## config.mk

```make
export PLATFORM = sky130hd
export DESIGN_NAME = module_rx_buffer_ctrl
export DESIGN_NICKNAME = d
export VERILOG_FILES = /design/src/rtl/module_rx_buffer_ctrl.sv
export SDC_FILE = /design/constraint.sdc
export NUM_CORES = 1
export LEC_CHECK = 0
export ABC_AREA = 1
export CORE_ASPECT_RATIO = 1.1
export CORE_MARGIN = 2
export CORE_UTILIZATION = 29
export CTS_CLUSTER_SIZE = 12
export DETAILED_ROUTE_END_ITERATION = 8
export PLACE_DENSITY = 0.48
export SLEW_MARGIN = 20
export SYNTH_ARGS = -nofsm -noshare
export SYNTH_HDL_FRONTEND = slang
export SYNTH_SLANG_ARGS = --single-unit
```

## constraint.sdc

```tcl
create_clock -name clk_i -period 2.1 [get_ports clk_i]
set_input_delay 0.315 -clock clk_i [delete_from_list [all_inputs] [get_ports clk_i]]
set_output_delay 0.315 -clock clk_i [all_outputs]
set_load 0.01 [all_outputs]
```

## src/rtl/module_rx_buffer_ctrl.sv

```systemverilog
`default_nettype none
// ============================================================================
// Module   : module_rx_buffer_ctrl
// Purpose  : UART RX handshake controller with an internal first-word-fall-
//            through FIFO. Each word flagged by rx_data_rdy is captured once
//            (pushed, or dropped when the FIFO is full). The receiver is then
//            asked to clear its flag for 1+CLEAR_CYCLES cycles. The next
//            capture is armed only after the flag has dropped.
// Ports    : clk_i           - system clock, rising edge
//            reset_i         - asynchronous active-low reset
//            rx_data_rdy     - receiver flag: word available on rx_data_i
//            rx_data_i       - received word
//            new_rx_clear    - request to receiver to clear rx_data_rdy
//            we_control_rx_o - one-cycle strobe per captured word
//            rd_en_i         - consumer pop request
//            rd_data_o       - FIFO head, 0 when empty
//            empty_o/full_o  - occupancy flags
//            count_o         - occupancy 0..DEPTH
//            overflow_o      - sticky dropped-word flag
//            ovf_clr_i       - clears overflow_o
// Revision : 1.0 - initial release
// ============================================================================
module module_rx_buffer_ctrl #(
    parameter int DATA_W       = 8,
    parameter int DEPTH        = 16,
    parameter int CLEAR_CYCLES = 1
) (
    input  logic                     clk_i,
    input  logic                     reset_i,
    input  logic                     rx_data_rdy,
    input  logic [DATA_W-1:0]        rx_data_i,
    output logic                     new_rx_clear,
    output logic                     we_control_rx_o,
    input  logic                     rd_en_i,
    output logic [DATA_W-1:0]        rd_data_o,
    output logic                     empty_o,
    output logic                     full_o,
    output logic [$clog2(DEPTH):0]   count_o,
    output logic                     overflow_o,
    input  logic                     ovf_clr_i
);

    localparam int AW = $clog2(DEPTH);
    localparam int CW = AW + 1;
    localparam int NW = $clog2(CLEAR_CYCLES + 1);

    localparam logic [CW-1:0] C_DEPTH    = CW'(DEPTH);
    localparam logic [NW-1:0] C_CLR_LOAD = NW'(CLEAR_CYCLES);
    localparam logic [NW-1:0] C_CLR_LAST = NW'(1);

    typedef enum logic [1:0] {
        S_IDLE    = 2'd0,
        S_CAPTURE = 2'd1,
        S_CLEAR   = 2'd2,
        S_RELEASE = 2'd3
    } state_t;

    state_t            r_state;
    state_t            w_state_nxt;
    logic [NW-1:0]     r_clr_cnt;
    logic [NW-1:0]     w_clr_cnt_nxt;
    logic              w_capture;
    logic              w_clear;

    logic [DATA_W-1:0] r_mem [DEPTH];
    logic [AW-1:0]     r_wr_ptr;
    logic [AW-1:0]     r_rd_ptr;
    logic [CW-1:0]     r_count;
    logic              r_ovf;
    logic              w_pop;
    logic              w_push;
    logic              w_drop;

    // ------------------------------------------------------------------------
    // Handshake FSM
    // ------------------------------------------------------------------------
    always_ff @(posedge clk_i or negedge reset_i) begin
        if (!reset_i) begin
            r_state   <= S_IDLE;
            r_clr_cnt <= '0;
        end else begin
            r_state   <= w_state_nxt;
            r_clr_cnt <= w_clr_cnt_nxt;
        end
    end

    always_comb begin
        w_state_nxt   = r_state;
        w_clr_cnt_nxt = r_clr_cnt;
        w_capture     = 1'b0;
        w_clear       = 1'b0;
        case (r_state)
            S_IDLE: begin
                if (rx_data_rdy) begin
                    w_state_nxt = S_CAPTURE;
                end
            end
            S_CAPTURE: begin
                w_capture     = 1'b1;
                w_clear       = 1'b1;
                w_clr_cnt_nxt = C_CLR_LOAD;
                w_state_nxt   = S_CLEAR;
            end
            S_CLEAR: begin
                w_clear = 1'b1;
                // The counter holds the number of clear cycles still owed,
                // including the current one.
                if (r_clr_cnt == C_CLR_LAST) begin
                    w_clr_cnt_nxt = '0;
                    w_state_nxt   = S_RELEASE;
                end else begin
                    w_clr_cnt_nxt = r_clr_cnt - 1'b1;
                end
            end
            S_RELEASE: begin
                // Wait for the receiver to drop its flag so a stuck flag
                // cannot cause a second capture of the same word.
                if (!rx_data_rdy) begin
                    w_state_nxt = S_IDLE;
                end
            end
            default: begin
                w_state_nxt = S_IDLE;
            end
        endcase
    end

    assign we_control_rx_o = w_capture;
    assign new_rx_clear    = w_clear;

    // ------------------------------------------------------------------------
    // FWFT FIFO
    // ------------------------------------------------------------------------
    assign w_pop  = rd_en_i && (r_count != '0);
    // A same-cycle pop frees the slot a push into a full FIFO needs.
    assign w_push = w_capture && ((r_count != C_DEPTH) || w_pop);
    assign w_drop = w_capture && !w_push;

    always_ff @(posedge clk_i) begin
        if (w_push) begin
            r_mem[r_wr_ptr] <= rx_data_i;
        end
    end

    always_ff @(posedge clk_i or negedge reset_i) begin
        if (!reset_i) begin
            r_wr_ptr <= '0;
            r_rd_ptr <= '0;
            r_count  <= '0;
            r_ovf    <= 1'b0;
        end else begin
            // DEPTH is a power of two, so pointers wrap by natural overflow.
            if (w_push) begin
                r_wr_ptr <= r_wr_ptr + 1'b1;
            end
            if (w_pop) begin
                r_rd_ptr <= r_rd_ptr + 1'b1;
            end
            case ({w_push, w_pop})
                2'b10:   r_count <= r_count + 1'b1;
                2'b01:   r_count <= r_count - 1'b1;
                default: r_count <= r_count;
            endcase
            // Set has priority over clear.
            if (w_drop) begin
                r_ovf <= 1'b1;
            end else if (ovf_clr_i) begin
                r_ovf <= 1'b0;
            end
        end
    end

    assign rd_data_o  = (r_count != '0) ? r_mem[r_rd_ptr] : '0;
    assign count_o    = r_count;
    assign empty_o    = (r_count == '0);
    assign full_o     = (r_count == C_DEPTH);
    assign overflow_o = r_ovf;

endmodule
`default_nettype wire

```

Yosys cells after proc, flatten, opt, wreduce, memory -nomap -nowiden --
Memories as Yosys holds them, arrays and structs flattened. Cells that the tools add are included.
Storage, ports and cells: output and inout bits 18, bits in registers 17, bits in writable memories 128, memories 1
Cells by class: eq/ne operators 10, add/subtract/negate cells 5, reductions and logical operators 13, mux-type cells 14
Memory list:
- r_mem | words 16, width 8, read ports 1, clocked after memory_dff 0, wr ports 1, RTL line 65 | logic [DATA_W-1:0] r_mem [DEPTH];
Operators by type and width (count):
- $pmux W5 S2 | 1
- $add A4 B1 Y4 const B | 2
- $mux W8 | 1
- $pmux W2 S4 | 1
- $mux W1 | 7
- $eq A2 B2 Y1 const B | 3
- $mux W2 | 3
- $ne A2 B2 Y1 const B | 3
- $reduce_bool A2 Y1 | 3
- $add A5 B1 Y5 const B | 1
- $eq A5 B5 Y1 const B | 1
- $logic_not A5 Y1 | 1
- $ne A5 B5 Y1 const B | 1
- $reduce_bool A5 Y1 | 1
- $sub A5 B1 Y5 const B | 1
- $eq A2 B1 Y1 const B | 2
- $logic_and A1 B1 Y1 | 3
- $reduce_and A3 Y1 | 1
- $logic_not A2 Y1 | 1
- $pmux W1 S2 | 1
- $reduce_or A2 Y1 | 1
- $logic_not A1 Y1 | 1
- $logic_or A1 B1 Y1 | 1
- $sub A1 B1 Y1 const B | 1

Longest topological paths before layout --
depth after elaboration 7, gate-level depth with buffers 14, depth with buffers taken out 14

Worst setup path before layout --
No wires, ideal clock.
kind register to register, from register r_state[1], to register r_count[4] (netlist: count_o[4]), slack 80 ps, arrival 1903 ps, stages on the path, launching flop included 15, cell sequence dfrtp_1 > inv_1 > ha_1 > inv_1 > nand3_1 > inv_1 > fa_1 > nand2_1 > nand2_1 > a21oi_1 > inv_1 > nand2_1 > nand2_1 > nand2_1 > nand2_1
Between the ends: word-level cells in the longest chain between the ends 5
Ends and longest elaborated chain:
- from (decl) | RTL line 58 | state_t r_state;
- from (signal assigned) | RTL line 82 | r_state <= w_state_nxt;
- $eq A2 B1 Y1 * | RTL line 92 | case (r_state)
- $mux W1 * | RTL line 92
- named net we_control_rx_o | RTL line 33 | output logic we_control_rx_o,
- $logic_and A1 B1 Y1 * | RTL line 136 | assign w_push = w_capture && ((r_count != C_DEPTH) || w_pop);
- $eq A2 B1 Y1 / $eq A2 B2 Y1 (equally long branches) | RTL line 159 | case ({w_push, w_pop})
- $pmux W5 S2 / $reduce_bool A2 Y1 (equally long branches)
- to (signal assigned) | RTL line 160 | 2'b10: r_count <= r_count + 1'b1;
- to (signal assigned) | RTL line 161 | 2'b01: r_count <= r_count - 1'b1;
- to (signal assigned) | RTL line 162 | default: r_count <= r_count;
- to (decl) | RTL line 68 | logic [CW-1:0] r_count;
Mark *: on every way through the listed nets, which the timed path passes. The rest lies on a longest branch. A chain may end at the register's enable or synchronous reset.

Worst setup path after layout --
from register r_rd_ptr[0], to output port rd_data_o[0]
Between the ends: word-level cells in the longest chain between the ends 2
Ends and longest elaborated chain:
- from (decl) | RTL line 67 | logic [AW-1:0] r_rd_ptr;
- from (signal assigned) | RTL line 157 | r_rd_ptr <= r_rd_ptr + 1'b1;
- $mem_v2 Z16 W8
- $mux W8 | RTL line 173 | assign rd_data_o = (r_count != '0) ? r_mem[r_rd_ptr] : '0;
- to (decl) | RTL line 35 | output logic [DATA_W-1:0] rd_data_o,
No other way between the ends.

==> results.json <==
{
  "drive_above_1_share_pct": 27.64,
  "post-place-ws_ps": -214.9,
  "viasPerCell": 4.676,
  "fin_nets": 686,
  "p_int_w": 0.008085,
  "clock_sinks": 145,
  "crit_path_start_kind": "flop",
  "critPathKind": "reg2out",
  "postPlaceCellArea_um2": 7273,
  "place.gp.congestion": 0.7936,
  "swShare_pct": 36.04,
  "ys_ff_latch": 145,
  "netlist_area_um2": 6247,
  "yosys_warnings": 0,
  "synthArstFlopShare_pct": 11.72,
  "cts_tree": "yes",
  "fill_cells": 2010,
  "first_global_vias": 4478,
  "area_growth_pct": 35.09,
  "syn_inst": 557,
  "drt_wl_total_mm": 16.85,
  "numCtsBuffers": 17,
  "fmax_mhz": 449.4,
  "maxSlewHeadroom_pct": 53.06,
  "period_minus_slack_ps": 2225,
  "cts-htree-levels": 4,
  "p_per_area_nw_per_um2": 1498,
  "hold_path.class": "in2async",
  "ctsLongestPathBuffers": 2,
  "route.detailed.drc": 0,
  "first_pass_iters": 4,
  "die-area_um2": 22730,
  "dieHeight_um": 157.9,
  "min_period_over_period_pct": 106.0,
  "clk-insertion-delay-late_ps": 420,
  "avgSynthCellArea_um2": 11.22,
  "synth_nets": 583,
  "hold_viol_final": 0,
  "fin_area_um2": 8439,
  "drv_slew": 0,
  "hpwl_mm": 10.58,
  "port_buffers": 30,
  "num_vias": 4503,
  "setup_viol": 8,
  "cap_violations": 0,
  "seqPwrFrac_pct": 28.6,
  "switchingPower_w": 0.004555,
  "status": "complete, but fails checks",
  "placed_cells": 910,
  "comb_power_share_pct": 46.3,
  "cp.required_ps": 1780,
  "grt_pass1_wl_mm": 25.50,
  "ff_latch_area_um2": 4270,
  "finClkSkew_ps": 7.095,
  "n_antenna_cell": 0,
  "start_util_pct": 29.43,
  "cp_max_fo": 6,
  "grt_overflow": 0,
  "cp-end-kind": "output pin",
  "wl_per_cell_um": 17.49,
  "core_um2": 21230,
  "multi_input_area_um2": 1932,
  "p_clk_share_pct": 25.1,
  "synth_cell_types": 27,
  "violations": "setup timing",
  "dr.first_iter.drc_count": 302,
  "antenna_found_initial": 0,
  "whs_ps": 193.5,
  "rsz0062_at_grt": "yes",
  "synthFlopType": "edfxtp_1",
  "path_clk_slew_ps": 60,
  "cp.arrival_ps": 1910,
  "p_leak_nw": 3.329,
  "worst_slack_ps": -125.4,
  "ys_seq_area_share_pct": 68.34,
  "final_cells": 963,
  "pin_count": 31,
  "rows": 56,
  "synth_edf_count": 128,
  "vdd_drop_max_mv": 0.6945,
  "die_x_um": 143.9,
  "ant_nets": 0,
  "tightest_slew_ps": 701.8,
  "root_buffer": "clkbuf_16",
  "grtUsageTotal_pct": 15.50,
  "grt_max_degree": 25
}
registers in the layout, indices dropped and copies added (netlist names):
name	cells
r_wr_ptr	4
overflow_o	1
r_clr_cnt	1
r_mem	128
r_rd_ptr	4
count_o	5
r_state	2
kinds of logic (layout without fill, tap and decap cells):
family                   Yosys count  after routing  synth area share (%)
flip-flops                       145            145                 68.34
buffers and inverters             48            164                 4.166
adder cells (fa/ha/maj)           13             13                 2.724
AND/OR/NAND/NOR                  326            326                 22.11
XOR/XNOR                           6              6                0.8412
multiplexers                       1              1                0.1802
AO/OA/AOI/OAI                     18             18                 1.642
cell type report:
cell class	instances	share of cell area, %
clock buffers	18	5.085
clock inverters	14	2.209
inverters	23	1.142
multi-input cells	364	22.89
flip-flops and latches	145	50.60
well taps	290	4.299
repair buffers	109	13.77
Yosys cell counts (6+ instances only):
cell	count	share of area, %
a21oi_1	12	0.96
ha_1	12	2.4
buf_6	6	1.1
nor2_1	20	1.2
xor2_1	6	0.84
nand2_1	192	12
dfrtp_1	17	6.8
edfxtp_1	128	62
nand3_1	107	8.6
inv_1	17	1.0
buf_2	10	0.80
buf_4	6	0.72
timing repair:
action | in CTS | in global routing
setup buffers | 15 | 3
endpoints found under the setup margin | 13 | 9
resized for setup | 77 | 38
gates cloned | 4 | 1
endpoints found under the hold margin | 0 | 0
pin swaps | 15 | 20
hold buffers | 0 | 0
metrics by stage:
stage,util [%],setup TNS (ps),power [W]
2_1_floorplan,-,0,0.006410
3_3_place_gp,34.26,-972.6,0.008379
3_5_place_dp,34.26,-1256,0.008466
4_1_cts,38.86,-1084,0.01238
5_1_grt,39.75,-1623,0.01340
6_report,39.75,-764.5,0.01264
critical path, stage by stage (launching register included):
cell and delay [ps]:
dfrtp_2 420, buf_12 140, buf_16 120, buf_6 90
nand2_1 50, nand3_2 60, nand3_2 70, nand2_2 80
nand2_2 50, a21oi_2 210, buf_2 170
placed cells by master (no fill, tap or decap), drive strengths merged:
cell           count
nand3            109
o21a               1
nor3               1
mux2               1
clkinvlp           2
edfxtp           128
nand2            195
dlygate4sd2        4
nor2              20
ha                12
o21ai              3
bufinv             4
clkdlybuf4s50     18
inv               22
xor2               6
dfrtp             17
o211ai             1
or2                1
clkbuf            19
a21oi             12
o32ai              1
buf               86
fa                 1
clkinv             9
metal layers:
metal | global-route usage (%) | up-vias | share of wire, %
met5 | 0 | - | 0
met2 | 26.21 | 124 | 52
met4 | 5.135 | 0 | 1.6
met1 | 19.45 | 2241 | 43
li1 | - | 2121 | -
met3 | 3.842 | 17 | 4.2
worst paths after layout:
| kind | startpoint | endpoint | slack [ps] | cells past startpoint |
|---|---|---|---|---|
| min reg2reg | r_clr_cnt$_DFFE_PN0P_ | r_clr_cnt$_DFFE_PN0P_ | 520 | 1 |
| max in group asynchronous | reset_i | r_rd_ptr[0]$_DFFE_PN0P_ | 1390 | 2 |
| min | reset_i | overflow_o$_DFFE_PN0P_ | 190 | 1 |
| max reg2reg | count_o[1]$_DFFE_PN0P_ | count_o[4]$_DFFE_PN0P_ | 140 | 14 |
| max | r_rd_ptr[0]$_DFFE_PN0P_ | rd_data_o[0] | -130 | 10 |
| min in group clk_i | ovf_clr_i | overflow_o$_DFFE_PN0P_ | 470 | 2 |
power groups by stage:
stage | Combinational [W] | Clock (W) | Sequential [W]
floorplan | 0.00274 | 0 | 0.00367
global placement | 0.00473 | 0 | 0.00365
detailed placement | 0.00481 | 0 | 0.00366
CTS | 0.00553 | 0.00323 | 0.00362
global route | 0.00641 | 0.00336 | 0.00364
finish | 0.00585 | 0.00317 | 0.00361
(Power assumes the default switching activity.)
==> RTL change 1, RTL diff (same flow settings) <==
Change the parameter `DATA_W` from 8 to 6.
--- a/src/rtl/module_rx_buffer_ctrl.sv
+++ b/src/rtl/module_rx_buffer_ctrl.sv
@@ -22,5 +22,5 @@
 // ============================================================================
 module module_rx_buffer_ctrl #(
-    parameter int DATA_W       = 8,
+    parameter int DATA_W       = 6,
     parameter int DEPTH        = 16,
     parameter int CLEAR_CYCLES = 1
Ports: changed (resized rd_data_o and rx_data_i); port bits go from 31 to 27. No check against the original RTL was run, so the function may have changed too.
==> RTL change 1 against the original RTL <==
The run still ends with setup timing left. Cell area fell by 20%. Wire length fell by 27%. Sequential cell count fell by 32. Cell count fell by 23%. Synthesized area fell by 21%. Total power fell by 19%. Fmax rose by 2.7%. Worst setup slack improved by 0.059 ns. Clock power fell by 4%.
==> RTL change 1: results (changes against the original RTL) <==
stage,metric,value,unit,change
run_status,status,"finished, violations left",,unchanged
run_status,violations,setup timing,,unchanged
grt,grt_pass1_wl,18500,um,was 25500 um
logic_synthesis,muxShareOfSynthArea,0,%,was 0.180%
grt,grt_usage,13.9,%,was 15.5%
setup_path,slowest_delay,0.45,ns,was 0.42 ns
logic_synthesis,synth-xor-area-share,1.74,%,was 0.841%
placed_design,place_ws,-0.0434,ns,was -0.215 ns
setup_path,cp.arrival,1.85,ns,was 1.91 ns
logic_synthesis,synth_compound_area_share,2.20,%,was 1.64%
grt,use_met3,3.98,%,was 3.84%
placed_design,port-buffer-count,26,,was 30
route,drt_iter0_markers,236,,was 302
final_layout,fillers,1597,,was 2010
logic_synthesis,yosys-top-cells-area,"edfxtp_1 (58%), nand2_1 (10%), dfrtp_1 (8.6%)",,"was edfxtp_1 (62%), nand2_1 (12%), nand3_1 (8.6%)"
placed_design,gp_congestion,0.824,,was 0.794
route,routed.top_layer,met4,,unchanged
clock_tree,cts_setup_buffers,5,,was 15
pwr,ir_drop,0.000687,V,was 0.000695 V
route,routedWlPerCell,16.6,um,was 17.5 um
logic_synthesis,synth-edff-count,96,,was 128
route,wl_met3,409,um,was 702 um
sta,worst_slack,-0.0663,ns,was -0.125 ns
logic_synthesis,synth.distinct_cells,29,,was 27
pwr,p_leak,2.68,nW,was 3.33 nW
setup_path,crit_fanout,7,,was 6
route,drt-met1-wl,5470,um,was 7190 um
clock_tree,cts_resized,59,,was 77
logic_synthesis,netlist_top_cells_count,"nand2_1 (136), edfxtp_1 (96), nand3_1 (81)",,"was nand2_1 (192), edfxtp_1 (128), nand3_1 (107)"
final_layout,final_cells,745,,was 963
sta,fin_skew,0.0115,ns,was 0.00709 ns
grt,grtUsageMet2,23.8,%,was 26.2%
placed_design,dp_cells,703,,was 910
grt,grt_max_degree,22,,was 25
logic_synthesis,yosysSeqAreaShare,66.7,%,was 68.3%
grt,met1_usage,16.8,%,was 19.5%
logic_synthesis,ys_ff_latch,113,,was 145
sta,worstMarginPinSlew,0.719,ns,was 0.702 ns
sta,finalSetupViolations,5,,was 8
grt,grt_pass1_vias,3395,,was 4478
clock_tree,clockBufferDepth,2,,unchanged
final_layout,largest_register_ffs,96,,was 128
final_layout,drive_gt1_share,29.4,%,was 27.6%
setup_path,slowest_stage,dfrtp_2,,unchanged
route,vias_per_cell,4.62,,was 4.68
logic_synthesis,synthAdderAreaFrac,3.43,%,was 2.72%
final_layout,fin_nets,548,,was 686
placed_design,place.detailed.hpwl,8120,um,was 10600 um
route,wl_met2,6320,um,was 8680 um
placed_design,placed_cell_area,5750,sq um,was 7270 sq um
[RTL change 1: cell count changes after synthesis, moves of 2 or more]
| cell | unedited run | this run |
|---|---|---|
| buf_4 | 6 | 1 |
| nand2_1 | 192 | 136 |
| nand2_2 | 3 | 6 |
| buf_1 | 2 | 0 |
| xnor2_1 | 0 | 2 |
| buf_6 | 6 | 3 |
| buf_8 | 0 | 2 |
| nand3_1 | 107 | 81 |
| clkbuf_1 | 1 | 3 |
| clkinv_1 | 3 | 0 |
| edfxtp_1 | 128 | 96 |
[RTL change 1: cell type report]
cell class	count	area, sq um	share of cell area, %
Sequential cell	113	3310	48.9
Tap cell	208	260	3.85
Inverter	21	88.8	1.31
Clock buffer	19	433	6.40
Clock inverter	13	191	2.83
Multi-Input combinational cell	290	1670	24.7
Timing Repair Buffer	81	813	12.0
[RTL change 1: logic make-up (layout without fill, tap and decap cells)]
| group | count (synthesis) | in the layout |
|---|---|---|
| DFF | 113 | 113 |
| adders and majority gates | 13 | 13 |
| xor gates and xnor gates | 9 | 9 |
| buffers and inverters | 39 | 134 |
| AOI/OAI and AO/OA | 19 | 19 |
| and+or+nand+nor | 249 | 249 |
[RTL change 1: worst min path at each step]
stage	endpoint	from	depth (start not counted)	slack, ns
2_1_floorplan	count_o[0]	reset_i	0	0.02
3_3_place_gp	r_clr_cnt	r_clr_cnt	1	0.51
3_5_place_dp	r_clr_cnt	r_clr_cnt	1	0.53
4_1_cts	r_wr_ptr[0]	reset_i	2	0.24
5_1_grt	r_clr_cnt	reset_i	2	0.26
6_report	count_o[0]	reset_i	2	0.24
[RTL change 1: where the power goes]
part	internal (mW)	switching (mW)	total, mW
clock	2.08	0.961	3.04
sequential	2.72	0.200	2.92
combinational	1.91	2.41	4.32
==> RTL change 2, RTL diff (config.mk and constraints unchanged) <==
Made on the original files. Re-encode `state_t` (4 states) as one-hot, 4 bits wide.
--- a/src/rtl/module_rx_buffer_ctrl.sv
+++ b/src/rtl/module_rx_buffer_ctrl.sv
@@ -49,9 +49,9 @@
     localparam logic [NW-1:0] C_CLR_LAST = NW'(1);
 
-    typedef enum logic [1:0] {
-        S_IDLE    = 2'd0,
-        S_CAPTURE = 2'd1,
-        S_CLEAR   = 2'd2,
-        S_RELEASE = 2'd3
+    typedef enum logic [3:0] {
+        S_IDLE    = 4'b0001,
+        S_CAPTURE = 4'b0010,
+        S_CLEAR   = 4'b0100,
+        S_RELEASE = 4'b1000
     } state_t;
 
Check against the original RTL: same outputs for any inputs over 10 cycles, from zero or initial values and one cycle with reset_i low; not proved beyond that.
==> RTL change 2 against the original RTL <==
The flow still finishes with violations (setup timing). Via count fell by 3.5%. Total power is 4.7% lower. Worst setup slack lost 0.050 ns. Critical path depth fell by 1. Count of clock-buffer cells in the layout grew 1. Fmax is 2.2% lower. Cell count is 1.6% lower. Wire length is 2.3% lower. Largest cell class unchanged. Utilization is 0.45 points lower. Clock power up 3%. Cell area down 0.47%. Sequential cell count increased by 2. Sequential power about the same. Synthesized area is 1.2% higher.
==> RTL change 2: results (changes against the original RTL) <==
stage,metric,value,unit,change
run_status,status,"finished, violations left",,unchanged
run_status,violations,setup timing,,unchanged
grt,grt_pass1_vias,4366,,was 4478
logic_synthesis,muxShareOfSynthArea,0,%,was 0.180%
placed_design,dp_cells,903,,was 910
logic_synthesis,yosysSeqAreaShare,68.3,%,about the same
route,wl,16500,um,was 16800 um
clock_tree,cts_setup_buffers,9,,was 15
placed_design,place.detailed.hpwl,10600,um,about the same
route,wl_met3,630,um,was 702 um
logic_synthesis,synth-xor-area-share,1.37,%,was 0.841%
grt,grt_max_degree,26,,was 25
placed_design,placed_cell_area,7290,sq um,was 7270 sq um
logic_synthesis,synth_compound_area_share,1.68,%,was 1.64%
logic_synthesis,avgSynthCellArea,11.3,sq um,was 11.2 sq um
setup_path,cp.arrival,1.96,ns,was 1.91 ns
logic_synthesis,syn-num-nets,579,,was 583
pwr,p_comb_share,42.9,%,was 46.3%
logic_synthesis,yosys-top-cells-area,"edfxtp_1 (61%), nand2_1 (11%), nand3_1 (8.1%)",,"was edfxtp_1 (62%), nand2_1 (12%), nand3_1 (8.6%)"
logic_synthesis,netlist_top_cells_count,"nand2_1 (185), edfxtp_1 (128), nand3_1 (102)",,"was nand2_1 (192), edfxtp_1 (128), nand3_1 (107)"
clock_tree,cts_resized,71,,was 77
sta,slew_headroom,52.2,%,was 53.1%
grt,grtUsageMet2,24.5,%,was 26.2%
route,drt-met1-wl,7310,um,was 7190 um
setup_path,crit_fanout,11,,was 6
sta,fin_skew,0.00635,ns,was 0.00709 ns
sta,worst_slack,-0.175,ns,was -0.125 ns
route,wl_met2,8210,um,was 8680 um
sta,finalSetupViolations,8,,unchanged
pwr,intPower,7.77,mW,was 8.08 mW
logic_synthesis,async_flop_share,12.9,%,was 11.7%
route,drt_iter0_markers,316,,was 302
pwr,clock_power_share,27.1,%,was 25.1%
logic_synthesis,synth.distinct_cells,33,,was 27
final_layout,drive_gt1_share,27.8,%,was 27.6%
pwr,ir_drop,0.000653,V,was 0.000695 V
grt,grt_usage,14.9,%,was 15.5%
route,vias,4344,,was 4503
final_layout,fin_nets,668,,was 686
grt,use_met3,3.38,%,was 3.84%
grt,grt_pass1_wl,25200,um,was 25500 um
placed_design,place_ws,-0.235,ns,was -0.215 ns
pwr,swShare,35.5,%,was 36.0%
placed_design,gp_congestion,0.829,,was 0.794
grt,met1_usage,18.9,%,was 19.5%
final_layout,final_cells,948,,was 963
[RTL change 2: worst max-delay path, cell delays in order, from the launching register on]
cell	delay, ns
dfrtp_2	0.50
buf_12	0.18
buf_12	0.14
nand2_1	0.06
nand3_1	0.07
nand3_1	0.06
nand2_1	0.08
nand2_1	0.07
a21oi_2	0.21
buf_2	0.17
[RTL change 2: cell type report]
cell class,instances,area [sq um]
clock buffer,19,433
clock inverter,12,206
fill,2003,13000
inverter,25,101
multi-input combinational,360,1980
sequential,147,4320
tap,290,363
timing repair buffer,95,992
[RTL change 2: worst paths after layout]
kind	cells past startpoint	startpoint	to	slack [ns]
max	9	r_rd_ptr[0]	rd_data_o[3]	-0.18
min	2	reset_i	r_rd_ptr[2]	0.25
max reg2reg	7	r_state[3]	r_mem[14][6]	0.17
min reg2reg	2	r_clr_cnt	r_state[3]	0.50
max in group asynchronous	2	reset_i	r_state[0]	1.58
min in group clk_i	2	ovf_clr_i	overflow_o	0.46
